$ cat src/rtl/core_pkg.sv
// Shared core definitions: default datapath widths, control-bit positions and the
// flattened payload layout carried between pipeline stages.
package core_pkg;

  localparam int XLEN      = 64;
  localparam int NLANE     = 2;
  localparam int REG_IDX_W = 5;
  localparam int CTRL_W    = 2;

  localparam int CTRL_REGWRITE = 0;
  localparam int CTRL_MEMTOREG = 1;

  // Field order matches the flattened vector used by the stage register: {data, rd, ctrl}
  typedef struct packed {
    logic [NLANE*XLEN-1:0] data;
    logic [REG_IDX_W-1:0]  rd;
    logic [CTRL_W-1:0]     ctrl;
  } stage_payload_t;

  localparam int STAGE_PAYLOAD_W = $bits(stage_payload_t);

  function automatic int payloadWidth(input int xlen, input int nlane, input int rdW, input int ctrlW);
    return xlen * nlane + rdW + ctrlW;
  endfunction

endpackage

$ cat src/rtl/skid_entry.sv
// One storage slot of the elastic stage: a payload register with its valid bit.
// Load wins over clear; clear only drops the valid bit and leaves the payload as is.
module skid_entry #(
  parameter int W = core_pkg::STAGE_PAYLOAD_W
) (
  input  logic         clk,
  input  logic         reset,
  input  logic         load,
  input  logic         clear,
  input  logic [W-1:0] d,
  output logic         valid,
  output logic [W-1:0] q
);

  always_ff @(posedge clk) begin
    if (reset) begin
      valid <= 1'b0;
      q     <= '0;
    end else if (load) begin
      valid <= 1'b1;
      q     <= d;
    end else if (clear) begin
      valid <= 1'b0;
    end
  end

endmodule

$ cat src/rtl/pipe_stage_skid_reg.sv
// Elastic pipeline-stage register with a two-entry skid buffer (main M + skid S),
// stall/flush handling, bubble-safe control masking and a saturating bubble counter.
module pipe_stage_skid_reg #(
  parameter int XLEN   = core_pkg::XLEN,
  parameter int NLANE  = core_pkg::NLANE,
  parameter int RD_W   = core_pkg::REG_IDX_W,
  parameter int CTRL_W = core_pkg::CTRL_W,
  parameter int CNT_W  = 16
) (
  input  logic                  clk,
  input  logic                  reset,
  input  logic                  in_valid,
  output logic                  in_ready,
  input  logic [NLANE*XLEN-1:0] in_data,
  input  logic [RD_W-1:0]       in_rd,
  input  logic [CTRL_W-1:0]     in_ctrl,
  input  logic                  stall,
  input  logic                  flush,
  output logic                  out_valid,
  input  logic                  out_ready,
  output logic [NLANE*XLEN-1:0] out_data,
  output logic [RD_W-1:0]       out_rd,
  output logic [CTRL_W-1:0]     out_ctrl,
  output logic [CNT_W-1:0]      bubble_cnt
);

  localparam int DATA_W = NLANE * XLEN;
  localparam int PAY_W  = core_pkg::payloadWidth(XLEN, NLANE, RD_W, CTRL_W);
  localparam logic [CNT_W-1:0] CNT_MAX = '1;

  logic             mValid;
  logic             sValid;
  logic [PAY_W-1:0] mQ;
  logic [PAY_W-1:0] sQ;
  logic [PAY_W-1:0] mD;
  logic [PAY_W-1:0] inPayload;
  logic             mLoad;
  logic             mClear;
  logic             sLoad;
  logic             sClear;
  logic             inFire;
  logic             outFire;
  logic [CNT_W-1:0] bubbleCount;

  assign inPayload = {in_data, in_rd, in_ctrl};

  // in_ready comes straight from the skid valid flop, so out_ready never reaches it
  assign in_ready = ~sValid;
  assign inFire   = in_valid & ~sValid & ~stall;
  assign outFire  = mValid & out_ready & ~stall;

  always_comb begin
    mLoad  = 1'b0;
    mClear = 1'b0;
    sLoad  = 1'b0;
    sClear = 1'b0;
    mD     = inPayload;
    if (flush) begin
      mClear = 1'b1;
      sClear = 1'b1;
    end else if (sValid) begin
      if (outFire) begin
        mLoad  = 1'b1;
        mD     = sQ;
        sClear = 1'b1;
      end
    end else if (mValid) begin
      if (inFire && outFire) begin
        mLoad = 1'b1;
      end else if (inFire) begin
        sLoad = 1'b1;
      end else if (outFire) begin
        mClear = 1'b1;
      end
    end else if (inFire) begin
      mLoad = 1'b1;
    end
  end

  skid_entry #(.W(PAY_W)) mEntry (
    .clk   (clk),
    .reset (reset),
    .load  (mLoad),
    .clear (mClear),
    .d     (mD),
    .valid (mValid),
    .q     (mQ)
  );

  skid_entry #(.W(PAY_W)) sEntry (
    .clk   (clk),
    .reset (reset),
    .load  (sLoad),
    .clear (sClear),
    .d     (inPayload),
    .valid (sValid),
    .q     (sQ)
  );

  // Bubbles are counted only while the stage is running; stalled cycles are not bubbles
  always_ff @(posedge clk) begin
    if (reset) begin
      bubbleCount <= '0;
    end else if (!mValid && !stall && bubbleCount != CNT_MAX) begin
      bubbleCount <= bubbleCount + 1'b1;
    end
  end

  assign out_valid  = mValid;
  assign out_data   = mQ[PAY_W-1 -: DATA_W];
  assign out_rd     = mQ[CTRL_W +: RD_W] & {RD_W{mValid}};
  assign out_ctrl   = mQ[CTRL_W-1:0] & {CTRL_W{mValid}};
  assign bubble_cnt = bubbleCount;

endmodule
$ cat config.mk
export PLATFORM = sky130hd
export DESIGN_NAME = pipe_stage_skid_reg
export DESIGN_NICKNAME = d
export VERILOG_FILES = /design/src/rtl/core_pkg.sv /design/src/rtl/skid_entry.sv /design/src/rtl/pipe_stage_skid_reg.sv
export SDC_FILE = /design/constraint.sdc
export NUM_CORES = 1
export LEC_CHECK = 0
export CORE_UTILIZATION = 32
export CTS_CLUSTER_SIZE = 16
export DETAILED_ROUTE_END_ITERATION = 12
export PLACE_DENSITY = 0.59
export SLEW_MARGIN = 20
export SYNTH_ARGS = -nofsm -noshare
export SYNTH_HDL_FRONTEND = slang
export SYNTH_SLANG_ARGS = --single-unit
$ cat constraint.sdc
create_clock -name clk -period 2.21 [get_ports clk]
set_input_delay 0.3315 -clock clk [delete_from_list [all_inputs] [get_ports clk]]
set_output_delay 0.3315 -clock clk [all_outputs]
set_load 0.005 [all_outputs]
# Yosys cells after proc, flatten, opt, wreduce, memory -nomap -nowiden
# Cells that the tools add are included.
[classes]
reduce_logical = 7
addsub = 1
bitwise_logic = 8
n_eq_ne = 1
n_mux = 24
[op_table]
columns = ["op", "n"]
rows = [
  ["$mux 135", 3],
  ["$mux 1", 21],
  ["$add 16x1->16 const B", 1],
  ["$ne 16x16->1 const B", 1],
  ["$and 5x5->5", 1],
  ["$and 1x1->1", 4],
  ["$reduce_bool 2->1", 2],
  ["$logic_and 1x1->1", 3],
  ["$and 2x2->2", 1],
  ["$logic_not 1->1", 2],
  ["$not 1->1", 2],
]
[totals]
input_bits = 141
regBits = 288
elab_cells = 46
out_inout_bits = 153

# Logic depth before layout (Yosys ltp)
# Gate-level depths: netlist of run 1.
[depth]
depth_word = 10
ltp_mapped = 8
depth_no_buf = 5

# Modules after synthesis
# Synthesis of run 1 repeated with hierarchy kept, for this count alone.
[hier_totals]
hier_cells = 1142
hier_area_um2 = 12149.2
[by_module_without_submodules]
columns = ["mod", "n_inst", "area_each_um2", "seq_area_each_um2", "cells_per_inst"]
rows = [
  ["skid_entry", 2, 4805.9, 2722.6, 439],
  ["pipe_stage_skid_reg", 1, 2537.4, 320.3, 264],
]

# Worst setup path after synthesis of run 1
# Ideal clock, no wire load.
[synth_path]
path_type = "input to register"
from = "input port stall"
to = "register sEntry.q[85]"
n_path_buf = 4
slack_ps = 458
stages = 8
arrival_ps = 1620
cell_sequence = "buf_4 > nand3b_4 > or4_1 > buf_2 > buf_2 > buf_2 > nand2_1 > a21oi_1"
[synth_between]
elab_chain_len = 7
[synth_lines]
columns = ["item", "line_no", "text"]
rows = [
  ["start, declared", "pipe_stage_skid_reg.sv:17", "input logic stall,"],
  ["$not 1->1 (*)", "pipe_stage_skid_reg.sv:49, pipe_stage_skid_reg.sv:50", ""],
  ["$and 1x1->1 (on tied branches)", "pipe_stage_skid_reg.sv:49, pipe_stage_skid_reg.sv:50", ""],
  ["$mux 1 / $logic_and 1x1->1 (equally long branches)", "pipe_stage_skid_reg.sv:70, pipe_stage_skid_reg.sv:68", ""],
  ["$mux 1 (*)", "pipe_stage_skid_reg.sv:68", "if (inFire && outFire) begin"],
  ["$mux 1 (*)", "pipe_stage_skid_reg.sv:67", "end else if (mValid) begin"],
  ["$mux 1 (*)", "pipe_stage_skid_reg.sv:61", "end else if (sValid) begin"],
  ["$mux 1 (*)", "pipe_stage_skid_reg.sv:58", "if (flush) begin"],
  ["end signal, assigned", "skid_entry.sv:18", "q <= '0;"],
  ["end signal, assigned", "skid_entry.sv:21", "q <= d;"],
  ["end, declared", "skid_entry.sv:12", "output logic [W-1:0] q"],
]
# Every way passes the cells marked *; elsewhere a longest branch is shown, timed or not.
# A chain may end at the register's enable or synchronous reset.

# Final worst setup path of run 1
[layout_path]
from = "register mEntry.valid"
to = "output port out_rd[3]"
[layout_between]
elab_chain_len = 1
[layout_lines]
columns = ["item", "line_no", "text"]
rows = [
  ["start, declared", "skid_entry.sv:11", "output logic valid,"],
  ["start signal, assigned", "skid_entry.sv:17", "valid <= 1'b0;"],
  ["start signal, assigned", "skid_entry.sv:20", "valid <= 1'b1;"],
  ["start signal, assigned", "skid_entry.sv:23", "valid <= 1'b0;"],
  ["$and 5x5->5", "pipe_stage_skid_reg.sv:111", "assign out_rd = mQ[CTRL_W +: RD_W] & {RD_W{mValid}};"],
  ["end, declared", "pipe_stage_skid_reg.sv:22", "output logic [RD_W-1:0] out_rd,"],
]
# Every way passes these cells.

==> out/qor.csv, run 1 <==
metric;value;unit
register area share after synthesis;48.8;%
Max clock buf depth;3;
Clock power frac;48.4;%
PD cells;766;nW/um2
most common cell after layout, fill and taps aside;nand2_1;
Layout Cells excl Fill;2072;
critical path depth in cells;3;
max-slew violations;0;
RSZ-0062 raised after global routing;no;
P&R area growth vs syn;33.3;%
flops & latches, synth;288;
Max stage delay on crit path;550;ps
CTS buffer count;34;
register clock-pin slew on the reported worst setup and hold paths;60;ps
CP Launch Point;mEntry.valid;
Die Area;37700;um2
number of core rows;69;
top cell type's share of synthesized area;48.8;%
routed len/inst;16.0;um
R2R Setup Slk;420;ps
fin area;15700;um2
vias in the first global route;9649;
type of the worst setup path;reg -> out;
Sequential Power Share;44.3;%
CTS tree;yes;
Max FO, Critical Path;7;
Final GP Congestion;0.783;
placed cell areas;14500;um2
Core Region;35900;um2
DIE HEIGHT;194;um
largest net degree at the start of global routing;90;
Final setup viols;0;
Arr. time, crit path;1680;ps
CP top delay family;buffers and inverters;
Setup TNS;0;ps
Mean Syn Cell Area;8.22;um2
Overflow after GRT;0;
Sw Ratio;21.3;%
# fillers;3518;
layout cells sized above 1;7.64;%
crit path time final;2010;ps
width of the die;194;um
Clock Skew;7.66;ps
crit path to;out_rd[3];
clk root buf;clkbuf_16;
post-layout util;43.8;%
LEAKAGE;5.17;nW
Final Hold Fails;0;
antenna viol nets, final;0;
Area contributors post-synth;dfxtp_1 49%, nand2_1 13%, a21oi_1 12%;
Startpoint Class;register;
Worst Path Buf+Inv;2;
I/O pins;294;
Power, Total;12.0;mW
r2r worst-path depth;4;
Max Clk Rate;0.497;GHz
Residual DRC;0;
DRT iter0 DRCs;480;
WP data required;1880;ps
MaxCap Viol Count;0;
Critical Path End Type;primary output;
worst path cell trace;buf_4, and2_1, clkdlybuf4s50_1;
vias per cell;4.94;
internal cell power;9.49;mW
H-tree Lvls;2;
Slew HR;53.9;%
Slew @ Worst Pin;691;ps
fin nets;1728;
GRT Resource Usage Total;16.9;%
dpl hpwl;21700;um
Switch Pwr;2.56;mW
initial antenna violation count;3;
most frequent cells in the layout;413 x nand2_1, 292 x clkdlybuf4s50_1, 287 x dfxtp_1, 279 x a21oi_1, 136 x a22oi_1;
worst vdd rail ir drop;577;uV
Total Wirelength;33200;um
CTS sink count;288;
Post-Synthesis Cells;1436;
Yosys top cell by area;dfxtp_1;
HP Class;in -> reg;
Syn Nets;1578;
Yosys warning count;0;
Worst path slowest cell;clkdlybuf4s50_1;
status;complete, no violations;
IO buf count;293;
Clock Latency Late Sink;490;ps
Cell Area, Synth;11800;um2
Starting Density;32.9;%
post-synthesis cell type count;39;
Vias;10242;
Reg-to-Reg Start;bubble_cnt[9];
Comb pwr share;7.3;%
first-pass GRT wire length;52500;um
Initial DRT Pass Iterations;5;
worst flop-to-flop path endpoint;bubble_cnt[2];
CTS hold repair buffers;0;
period utilisation layout;91.0;%
Cells after DPL;2008;
## through the flow
step	hold WS, ps	worst slack, ps
final	418	200
after global routing	407	119
after CTS	391	43.0
after detailed placement	444	20.1
after global placement	439	39.0
after floorplan	411	458
## flip-flops by register name, indices dropped and copies added (netlist names)
signal        cells
bubble_cnt       16
mEntry.q        135
mEntry.valid      1
sEntry.q        135
sEntry.valid      1
## worst register-to-register path: stages, from the launching register on
cell and delay [ps]:
dfxtp_1 450, nand4_1 280, nor4_4 560, nor3_1 140, a311oi_1 270
## how the worst min path moves through the flow
stage / startpoint / endpoint / slack, ps / depth (start not counted)
4_1_cts: in_data[91] / sEntry.q[98] / 390 / 3
5_1_grt: in_data[115] / sEntry.q[122] / 410 / 3
3_5_place_dp: sEntry.q[82] / sEntry.q[82] / 440 / 2
3_3_place_gp: mEntry.q[1] / mEntry.q[1] / 440 / 2
6_report: in_rd[3] / sEntry.q[5] / 420 / 3
2_1_floorplan: flush / mEntry.valid / 410 / 1
## cell families (layout without fill, tap and decap cells)
family                   count (synthesis)  after routing  share of synthesized area (%)
AND/OR/NAND/NOR                        474            474                           16.7
AO/OA/AOI/OAI                          432            432                           21.5
flip-flops                             288            288                           48.8
buffers and inverters                  237            411                           12.4
multiplexers                             3              3                          0.276
adder cells (fa/ha/maj)                  1              1                          0.106
XOR/XNOR                                 1              1                         0.0742
other                                    0              1                              0
## cell type report
class                   count  area (um2)  area share, %
flip-flops and latches    288        5770           36.7
multi-input cells         911        4580           29.1
repair buffers            349        3590           22.8
clock buffers              55        1120           7.14
well taps                 461         577           3.67
clock inverters             5        81.3          0.517
inverters                   2        7.51         0.0477
diodes                      1        2.50         0.0159
## synthesized netlist by cell type, drive strengths merged
library cell / instances
xor2: 1
nor3b: 2
nor2b: 3
mux2i: 1
a211oi: 1
a2111oi: 1
a22oi: 137
o21ai: 4
o31ai: 5
clkbuf: 61
nand3: 6
o21bai: 2
dfxtp: 288
nor3: 3
ha: 1
o2111ai: 1
or3: 4
nor2: 8
or4: 7
nand2: 413
a311oi: 1
and3b: 1
nand4: 5
nor4b: 1
buf: 174
and4: 3
inv: 2
mux2: 2
and2: 11
a21oi: 279
nor4: 3
a31oi: 1
nand3b: 1
nand2b: 3
## power by group through the flow
| stage | logic (mW) | clock network, mW | registers, mW |
|---|---|---|---|
| floorplan | 0.393 | 0 | 5.44 |
| global placement | 0.870 | 0 | 5.45 |
| detailed placement | 0.873 | 0 | 5.45 |
| CTS | 0.878 | 6.03 | 5.34 |
| global route | 0.945 | 6.23 | 5.35 |
| finish | 0.875 | 5.84 | 5.34 |
## repair_timing
| item | in CTS | in global routing |
|---|---|---|
| setup buffers | 0 | 3 |
| pin swaps | 0 | 0 |
| endpoints found under the setup margin | 8 | 5 |
| gates resized for setup | 2 | 0 |
| cloned | 0 | 0 |
## routing by layer
layer	part of all wire (%)	track usage, %	wire length, um
met4	2.6	5.44	858
met5	0.072	0	24
met1	44	21.9	14500
met2	46	27.2	15400
met3	7.3	4.57	2420
Power figures use the tool's default switching activity.
==> run 2: changes to the inputs <==
CORE_UTILIZATION = 45   (was 32)
PLACE_DENSITY = 0.77   (was 0.59)
==> run 2 against run 1 <==
Worst hold slack worse by 85 ps; largest cell class unchanged; routed wire length down 7.6%; critical path depth unchanged; cell area down 3.3%; register-to-register slack worse by 40 ps; first-iteration DRC count up 100%; combinational power down 3.7%; cell count down 7.5%; sequential share of layout area up 1.3 points; global-route usage up 4.9 points.
==> out/qor.csv, run 2 (same netlist as run 1, synthesis figures left out) <==
metric;value;unit
status;complete, no violations;
H-tree Lvls;1;
IO buf count;293;
MaxCap Viol Count;0;
Sw Ratio;22.2;%
Critical Path End Type;primary output;
internal cell power;8.70;mW
Worst Path Buf+Inv;2;
worst path cell trace;buf_4, and2_1, clkdlybuf4s50_1;
largest net degree at the start of global routing;80;
r2r worst-path depth;6;
RSZ-0062 raised after global routing;no;
DRT iter0 DRCs;960;
P&R area growth vs syn;28.9;%
Switch Pwr;2.48;mW
Slew @ Worst Pin;550;ps
CTS buffer count;31;
first-pass GRT wire length;48400;um
Max clock buf depth;3;
Comb pwr share;7.5;%
DIE HEIGHT;164;um
vias in the first global route;9621;
Clock Latency Late Sink;550;ps
Arr. time, crit path;1740;ps
dpl hpwl;19800;um
Startpoint Class;register;
Final Hold Fails;0;
Hold Path End;bubble_cnt[8];
Setup TNS;0;ps
Reg-to-Reg Start;bubble_cnt[0];
worst vdd rail ir drop;614;uV
width of the die;164;um
R2R Setup Slk;380;ps
Core Region;25500;um2
WHS;332;ps
register clock-pin slew on the reported worst setup and hold paths;60;ps
antenna viol nets, final;0;
Sequential Power Share;47.7;%
most frequent cells in the layout;413 x nand2_1, 292 x clkdlybuf4s50_1, 287 x dfxtp_1, 279 x a21oi_1, 136 x a22oi_1;
hold wc startpoint;reset;
WP data required;1880;ps
Vias;10238;
Final GP Congestion;0.806;
Total Wirelength;30700;um
Max stage delay on crit path;540;ps
HP Class;in -> reg;
GRT Resource Usage Total;21.9;%
fin nets;1708;
n_diodes;0;
Final setup viols;0;
Worst path slowest cell;clkdlybuf4s50_1;
routed len/inst;16.0;um
Clock power frac;44.8;%
period utilisation layout;93.8;%
vias per cell;5.34;
LEAKAGE;4.96;nW
Max FO, Critical Path;7;
CTS sink count;288;
PD cells;735;nW/um2
max-slew violations;0;
I/O pins;294;
Initial DRT Pass Iterations;6;
worst flop-to-flop path endpoint;bubble_cnt[14];
Clock Skew;13.8;ps
most common cell after layout, fill and taps aside;nand2_1;
number of core rows;58;
Residual DRC;0;
CP top delay family;buffers and inverters;
Overflow after GRT;0;
Power, Total;11.2;mW
initial antenna violation count;0;
CTS tree;yes;
crit path time final;2070;ps
type of the worst setup path;reg -> out;
Starting Density;46.3;%
clk root buf;clkbuf_16;
layout cells sized above 1;6.30;%
Max Clk Rate;0.482;GHz
Die Area;26900;um2
Slew HR;63.3;%
Worst Hold Depth;2;
## run 2: cell count changes in the layout (fill, tap and decap cells not counted)
cell / delta
diode_2: -1
bufinv_16: -1
clkbuf_16: -6
clkinvlp_4: +4
clkbuf_8: -5
clkinv_2: +3
buf_12: -1
buf_4: -16
clkinv_4: -1
## run 2: per-stage QoR
stage,setup slack [ps],std cells,cell area (um2),util (%)
floorplan,458,1436,11800,-
global placement,24.7,1862,14200,55.8
detailed placement,-24.7,1862,14200,55.8
CTS,1.05,1916,15200,59.7
global route,70.1,1917,15200,59.7
finish,137,1917,15200,59.7
## run 2: layout make-up
type                            instances  area, um2
Multi-Input combinational cell        911       4580
Inverter                                2       7.51
Clock buffer                           44        905
Timing Repair Buffer                  332       3450
Sequential cell                       288       5770
Clock inverter                         10       87.6
Tap cell                              330        413
Fill cell                            2213      10300
## run 2: power by group through the flow
stage          Sequential, mW  Combinational [mW]  Clock (mW)
3_3_place_gp             5.45               0.828           0
5_1_grt                  5.34               0.908        5.31
2_1_floorplan            5.44               0.393           0
4_1_cts                  5.34               0.843        5.11
3_5_place_dp             5.45               0.838           0
6_report                 5.33               0.843        5.01
## run 2: per-layer routing
layer / GRT usage [%] / part of all wire, % / up-vias
li1: - / - / 5026
met3: 5.05 / 7.1 / 63
met4: 8.08 / 3.1 / 0
met2: 36.7 / 47 / 326
met1: 27.3 / 42 / 4823
met5: 0 / 0 / -
## run 2: worst max path at each step
stage	from	end	slack (ps)	depth (start not counted)
global route	mEntry.valid	out_ctrl[1]	70	3
floorplan	stall	sEntry.q[85]	460	8
finish	mEntry.valid	out_ctrl[1]	140	3
detailed placement	stall	mEntry.q[85]	-20	6
CTS	mEntry.valid	out_ctrl[1]	1	3
global placement	stall	sEntry.q[97]	20	6
## run 2: timing repair
item,CTS,global route
pin swaps,0,0
gates resized for setup,2,0
endpoints found under the setup margin,7,3
setup buffers,0,1
hold buffers,0,0
==> run 3: changes to the inputs <==
GPL_TIMING_DRIVEN = 0   (was default)
==> run 3 against run 2 <==
Cell count is 10% higher; clock power is 14% higher; non-clock buffer count is 199 higher; flip-flop and latch count stayed put; combinational power is 14% higher; setup slack worse by 69 ps; sequential power hardly changed; clock-buffer cell count is 1 higher; global-route usage is 2.1 points higher; register-to-register slack worse by 140 ps; total power is 7.4% higher; critical path type unchanged; critical endpoint unchanged.
==> out/qor.csv, run 3 (same netlist as run 1, synthesis figures left out) <==
metric;value;unit
Clock Skew;11.8;ps
CTS hold repair buffers;0;
max-slew violations;0;
period utilisation layout;96.9;%
DIE HEIGHT;164;um
Vias;10942;
Critical Path End Type;primary output;
crit path time final;2140;ps
CTS tree;yes;
DRT iter0 DRCs;801;
# fillers;2153;
Die Area;26900;um2
most frequent cells in the layout;413 x nand2_1, 292 x clkdlybuf4s50_1, 287 x dfxtp_1, 279 x a21oi_1, 146 x buf_4;
Max clock buf depth;3;
WP data required;1880;ps
DR top layer;met4;
n_diodes;0;
MaxCap Viol Count;0;
Cells after DPL;2058;
Final GP Congestion;0.807;
Slew HR;56.6;%
fin nets;1906;
first-pass GRT wire length;51700;um
vias per cell;5.17;
Max stage delay on crit path;530;ps
Final Hold Fails;0;
PD cells;735;nW/um2
width of the die;164;um
HP Class;in -> reg;
worst vdd rail ir drop;483;uV
IO buf count;292;
largest net degree at the start of global routing;15;
Clock Latency Late Sink;550;ps
P&R area growth vs syn;38.4;%
vias in the first global route;10228;
status;complete, no violations;
worst path cell trace;buf_6, and2_1, clkdlybuf4s50_1;
layout cells sized above 1;13.4;%
type of the worst setup path;reg -> out;
WHS;181;ps
M1 wire length;13900;um
Multi-input gate area;4570;um2
clk root buf;clkbuf_16;
Final setup viols;0;
Max Clk Rate;0.467;GHz
Starting Density;46.3;%
initial antenna violation count;0;
met2 wire length;16200;um
Slew @ Worst Pin;651;ps
H-tree Lvls;1;
Layout Cells excl Fill;2118;
LEAKAGE;5.77;nW
Initial DRT Pass Iterations;5;
Max FO, Critical Path;10;
CTS buffer count;30;
met3 routed WL;2160;um
antenna viol nets, final;0;
Sequential cell area;5770;um2
RSZ-0062 raised after global routing;no;
most common cell after layout, fill and taps aside;nand2_1;
Startpoint Class;register;
CTS sink count;288;
GRT Resource Usage Total;24.0;%
dpl hpwl;23700;um
Total Wirelength;32900;um
Residual DRC;0;
Arr. time, crit path;1810;ps
I/O pins;294;
Overflow after GRT;0;
Core Region;25500;um2
routed len/inst;15.5;um
register clock-pin slew on the reported worst setup and hold paths;60;ps
Worst path slowest cell;clkdlybuf4s50_1;
number of core rows;58;
run 3: through the flow:
step / setup WS, ps / area, um2 / util (%) / power [mW] / setup TNS, ps
finish: 68.3 / 16300 / 64.1 / 12.0 / 0
global route: 4.66 / 16300 / 64.1 / 12.4 / 0
CTS: 8.11 / 16300 / 64.1 / 12.1 / 0
detailed placement: -585 / 15100 / 59.4 / 6.40 / -128980
global placement: -592 / 15100 / 59.4 / 6.40 / -126270
floorplan: 458 / 11800 / - / 5.83 / 0
run 3: layer usage:
metal | up-vias | global-route usage (%)
li1 | 5442 | -
met4 | 0 | 6.31
met2 | 347 | 41.5
met5 | - | 0
met3 | 53 | 4.34
met1 | 5100 | 30.7
run 3: power breakdown:
group	switching (mW)	internal, mW
logic	0.403	0.559
registers	0.0524	5.28
clock network	2.04	3.67
run 3: path summary, 6_finish.rpt:
kind	startpoint	endpoint	slack (ps)	cells past startpoint
min reg2reg	mEntry.q[3]	mEntry.q[3]	450	2
max reg2reg	bubble_cnt[0]	bubble_cnt[10]	240	5
max	mEntry.valid	out_ctrl[1]	70	3
min	stall	bubble_cnt[0]	180	3
run 3: worst max-delay path: cells and delay by family (launching register included):
family / cells / cell delay (ps)
buffers and inverters: 2 / 690
flip-flops: 1 / 410
AND/OR/NAND/NOR: 1 / 170
run 3: cell type report:
type                            instances  area share [%]
Sequential cell                       288            35.3
Multi-Input combinational cell        911            28.0
Timing Repair Buffer                  296            18.1
Buffer                                235            9.00
Clock buffer                           45            5.62
Tap cell                              330            2.53
Clock inverter                         11            1.41
Inverter                                2          0.0460
run 3: timing repair:
item / 4_1_cts / 5_1_grt
cloned: 0 / 0
pin swaps: 1 / 1
buffers inserted: 2 / 2
hold endpoints to repair: 0 / 0
setup endpoints to repair: 118 / 43
gates resized for setup: 6 / 2
